**src/rtl/regfile_mp.sv**
```systemverilog
// rtl/regfile_mp.sv - multi-port register file with per-register busy scoreboard; REGFILE_BYPASS_EN enables write-to-read forwarding
module regfile_mp #(
    parameter int DATA_W   = 32,
    parameter int ADDR_W   = 5,
    parameter int NUM_RD   = 2,
    parameter int ZERO_REG = 1
) (
    input  logic                       iClk,
    input  logic                       iReset,
    input  logic [NUM_RD*ADDR_W-1:0]   iRaddr,
    output logic [NUM_RD*DATA_W-1:0]   oRdata,
    output logic [NUM_RD-1:0]          oBusy,
    input  logic                       iWeA,
    input  logic [ADDR_W-1:0]          iWaddrA,
    input  logic [DATA_W-1:0]          iWdataA,
    input  logic                       iWeB,
    input  logic [ADDR_W-1:0]          iWaddrB,
    input  logic [DATA_W-1:0]          iWdataB,
    input  logic                       iIssueWe,
    input  logic [ADDR_W-1:0]          iIssueAddr,
    output logic [ADDR_W:0]            oBusyCnt
);

    localparam int   DEPTH    = 1 << ADDR_W;
    localparam logic HAS_ZERO = (ZERO_REG != 0);

    logic [DATA_W-1:0] r_mem [DEPTH];
    logic [DEPTH-1:0]  r_busy;
    logic [ADDR_W:0]   r_busy_cnt;

    // Effective enables: with a hardwired zero register, anything aimed at r0 is dropped
    logic              w_we_a;
    logic              w_we_b;
    logic              w_issue;
    logic              w_b_collides;
    logic [DEPTH-1:0]  w_busy_nxt;
    logic [ADDR_W:0]   w_busy_cnt_nxt;

    assign w_we_a       = iWeA     && !(HAS_ZERO && (iWaddrA    == '0));
    assign w_we_b       = iWeB     && !(HAS_ZERO && (iWaddrB    == '0));
    assign w_issue      = iIssueWe && !(HAS_ZERO && (iIssueAddr == '0));
    assign w_b_collides = w_we_a && (iWaddrA == iWaddrB);

    // Next scoreboard state: completion clears first, then a new issue sets (issue wins)
    always_comb begin
        w_busy_nxt = r_busy;
        if (w_we_b) begin
            w_busy_nxt[iWaddrB] = 1'b0;
        end
        if (w_issue) begin
            w_busy_nxt[iIssueAddr] = 1'b1;
        end
    end

    // Population count of the next busy vector so the count tracks the bits on the same edge
    always_comb begin
        w_busy_cnt_nxt = '0;
        for (int i = 0; i < DEPTH; i++) begin
            w_busy_cnt_nxt = w_busy_cnt_nxt + (ADDR_W + 1)'(w_busy_nxt[i]);
        end
    end

    // Register storage: port B is suppressed on an address collision so port A data lands
    always_ff @(posedge iClk or posedge iReset) begin
        if (iReset) begin
            for (int i = 0; i < DEPTH; i++) begin
                r_mem[i] <= '0;
            end
        end else begin
            if (w_we_b && !w_b_collides) begin
                r_mem[iWaddrB] <= iWdataB;
            end
            if (w_we_a) begin
                r_mem[iWaddrA] <= iWdataA;
            end
        end
    end

    // Scoreboard bits and their registered population count
    always_ff @(posedge iClk or posedge iReset) begin
        if (iReset) begin
            r_busy     <= '0;
            r_busy_cnt <= '0;
        end else begin
            r_busy     <= w_busy_nxt;
            r_busy_cnt <= w_busy_cnt_nxt;
        end
    end

    assign oBusyCnt = r_busy_cnt;

    for (genvar k = 0; k < NUM_RD; k++) begin : g_rd
        logic [ADDR_W-1:0] w_ra;
        logic [DATA_W-1:0] w_rd;
        logic              w_bs;

        assign w_ra = iRaddr[k*ADDR_W +: ADDR_W];

        // Combinational read; optional forwarding lets a same-cycle write bypass storage
        always_comb begin
            w_rd = r_mem[w_ra];
            if (HAS_ZERO && (w_ra == '0)) begin
                w_rd = '0;
            end
`ifdef REGFILE_BYPASS_EN
            if (w_we_b && (iWaddrB == w_ra)) begin
                w_rd = iWdataB;
            end
            if (w_we_a && (iWaddrA == w_ra)) begin
                w_rd = iWdataA;
            end
`endif
        end

        // Busy lookup; with forwarding, a completing port-B write hides the bit unless re-issued
        always_comb begin
            w_bs = r_busy[w_ra];
`ifdef REGFILE_BYPASS_EN
            if (iWeB && (iWaddrB == w_ra) && !(w_issue && (iIssueAddr == w_ra))) begin
                w_bs = 1'b0;
            end
`endif
        end

        assign oRdata[k*DATA_W +: DATA_W] = w_rd;
        assign oBusy[k]                   = w_bs;
    end

endmodule

```
**config.mk**
```make
export PLATFORM = sky130hd
export DESIGN_NAME = regfile_mp
export DESIGN_NICKNAME = d
export VERILOG_FILES = /design/src/rtl/regfile_mp.sv
export SDC_FILE = /design/constraint.sdc
export NUM_CORES = 2
export LEC_CHECK = 0
export BUFFER_PORTS_ARGS = -buffer_cell sky130_fd_sc_hd__buf_2
export CORE_MARGIN = 2
export CORE_UTILIZATION = 44
export CTS_CLUSTER_SIZE = 14
export DETAILED_ROUTE_END_ITERATION = 8
export GPL_ROUTABILITY_DRIVEN = 0
export SYNTH_ARGS = -nofsm -noshare
export SYNTH_HDL_FRONTEND = slang
export SYNTH_SLANG_ARGS = --single-unit
```
**constraint.sdc**
```tcl
create_clock -name iClk -period 40.8 [get_ports iClk]
set_input_delay 6.12 -clock iClk [delete_from_list [all_inputs] [get_ports iClk]]
set_output_delay 6.12 -clock iClk [all_outputs]
set_load 0.02 [all_outputs]
```
==> results.toml <==
[hold_path]
worstHoldPathType = "reg2reg"

[synth]
synthDistinctLibCells = 52
yosys-top-cells-area = "dfrtp_1 (40%), mux4_2 (18%), nand2_1 (11%)"
ys_async_sr_fraction_pct = 100
syn_area_per_cell_sq_um = 9.21
synth_flop_cell = "dfrtp_1"
synth_common_cells = "nand2_1 (1975), dfrtp_1 (1062), nor2_1 (957)"
synth_most_common_cell = "nand2_1"
synth.cell_area_sq_um = 65900
synth_cells = 7151
netlist.area_leader.share_pct = 40.3
yosys.area.top_type = "dfrtp_1"
ys_warn_count = 0
seq_area_frac_synth_pct = 40.3
synth_fp_nets = 7276
synth_edf_count = 0
ys_ff_latch = 1062

[detailed_routing]
vias = 60300
wl_met1_um = 102000
firstDrtPassIters = 9
detail-route-antenna-nets = 0
wl_um = 280000
drc = 1
drtIter0Drc = 9245
wl_per_cell_um = 31.8
wl_met2_um = 121000
wl_met3_um = 39700
top_layer_used = "met5"
vias_per_cell = 6.84

[clocking]
cts.reportedPaths.clkPinSlew_ns = 0.06
cts_tree = "done"
cts.repair.resized = 0
cts_setup_buffers = 0
clock-sinks = 1062
cts_made_buffers = 119
hold_buffers = 0
htreeDepth = 3
clockBufferDepth = 3
clk_latency_ns = 0.75
clockRootBuffer = "clkbuf_16"

[finish]
regArea_sq_um = 26600
fillers = 13500
multiInputGateArea_sq_um = 35800
layout-drive-gt1-share_pct = 17.9
finalNetCount = 6889
area_growth_pct = 8.02

[sta]
setup-tns-final_ns = 0
slew_violations = 0
fin_worst_skew_ns = 0.00856
slew_headroom_pct = 5.30
worst_slew_pin_slew_ns = 1.41
setup_viol = 0
hold_violations = 0
period_minus_slack_ns = 17.51
fmax_mhz = 57.1
fin_crit_sh_pct = 42.9
rsz0062_at_grt = "no"

[global_routing]
grt_pass1_vias = 57000
grtUsageTotal_pct = 36.2
antenna_found_initial = 27
grt_pass1_wl_um = 405000
grt_max_degree = 112
grt_overflow = 0

[worst_setup_path]
endpoint_kind = "output pin"
path_max_fanout = 95
crit_path_start_kind = "input pin"
arrival_ns = 11.39
cp.required_ns = 34.68
crit_type = "in2out"

[run_status]
violations = "design-rule violations"
status = "finished, violations left"

[floorplanning]
dieHeight_um = 391
initial_core_util_pct = 44.5
die_w_um = 391
io_pins = 166
num_rows = 141
core_sq_um = 148000
design.die.area_sq_um = 153000

[power_and_ir_drop]
total_power_w = 0.00400
p_per_area_nw_per_um2 = 56.2
peakVddDrop_mv = 0.105
p_leak_nw = 30.0

[placement]
dp_hpwl_um = 156000
port_buffers = 165

[flow_run]
maxCapViolations = 0
[through the flow]
step | cell area [sq um] | worst slack [ns] | cells | hold slack [ns] | utilization (%)
2_1_floorplan | 65900 | 4.79 | 7151 | 0.441 | -
3_3_place_gp | 67000 | 23.43 | 8573 | 0.377 | 45.2
3_5_place_dp | 67000 | 23.42 | 8573 | 0.383 | 45.2
4_1_cts | 71100 | 23.42 | 8799 | 0.397 | 48.0
5_1_grt | 71100 | 23.00 | 8802 | 0.409 | 48.0
6_report | 71200 | 23.29 | 8811 | 0.394 | 48.0
[metal layers]
metal  vias to the layer above  global-route usage, %
met2                      4693                   53.2
met4                        28                   20.0
met1                     30000                   47.5
met5                         -                      0
met3                      1036                   11.6
li1                      24600                      -
[worst max-delay path: stages]
cell and delay [ns]:
buf_8 0.58, buf_4 0.73, buf_12 0.64, buf_4 0.83, mux4_2 0.59, mux2i_1 0.15
nor2_1 0.08, a221oi_1 0.90, a21oi_1 0.27, buf_2 0.24
[final cells by class]
class / instances / area share (%)
Antenna cell: 12 / 0.0422
Clock buffer: 184 / 5.08
Clock inverter: 42 / 0.788
Inverter: 43 / 0.237
Multi-Input combinational cell: 5228 / 50.3
Sequential cell: 1062 / 37.3
Tap cell: 1930 / 3.39
Timing Repair Buffer: 310 / 2.83
[final timing paths]
check | depth (start not counted) | start | slack, ns | end
min in group asynchronous | 2 | iReset | 5.51 | r_mem[841]$_DFF_PP0_
min | 0 | r_mem[1001]$_DFF_PP0_ | 0.39 | r_mem[1001]$_DFF_PP0_
max reg2reg | 19 | r_busy[19]$_DFF_PP0_ | 35.65 | oBusyCnt[4]$_DFF_PP0_
min reg2reg | 0 | r_mem[1001]$_DFF_PP0_ | 0.39 | r_mem[1001]$_DFF_PP0_
max | 10 | iRaddr[1] | 23.29 | oRdata[24]
max in group asynchronous | 6 | iReset | 31.27 | r_mem[794]$_DFF_PP0_
[logic make-up (layout without fill, tap and decap cells)]
family	count (synthesis)	after routing	synth area share, %
other	0	12	0
adders and majority gates	31	31	0.862
DFF	1062	1062	40.3
and+or+nand+nor	3111	3111	18.2
xor gates and xnor gates	8	8	0.106
buffers and inverters	861	579	5.82
muxes	726	726	21.3
AOI/OAI and AO/OA	1352	1352	13.3
[placed cells by master, fill, tap and decap left out, types with 17 or more instances in the layout]
master	count
a21oi_4	25
clkbuf_8	29
o211ai_1	101
a31oi_1	912
clkinv_2	23
buf_4	142
a21o_2	26
nor2_1	956
clkbuf_16	124
buf_2	159
inv_1	42
a221oi_1	44
mux2i_1	108
nand3_1	118
o21ai_0	74
a22oi_1	25
fa_1	24
a22o_1	17
dfrtp_1	1062
a21oi_1	110
nand2_2	31
clkbuf_1	31
mux4_2	532
mux2_2	86
nand2_1	1944
[sequential cells by signal, indices dropped and copies added, names as in the netlist]
| register | count |
|---|---|
| r_mem | 1024 |
| r_busy | 32 |
| oBusyCnt | 6 |
[power breakdown]
| part | internal [W] | switching, W |
|---|---|---|
| registers | 0.00134 | 0.000223 |
| clock network | 0.000689 | 0.000483 |
| logic | 0.000617 | 0.000649 |
(Power assumes the default switching activity.)
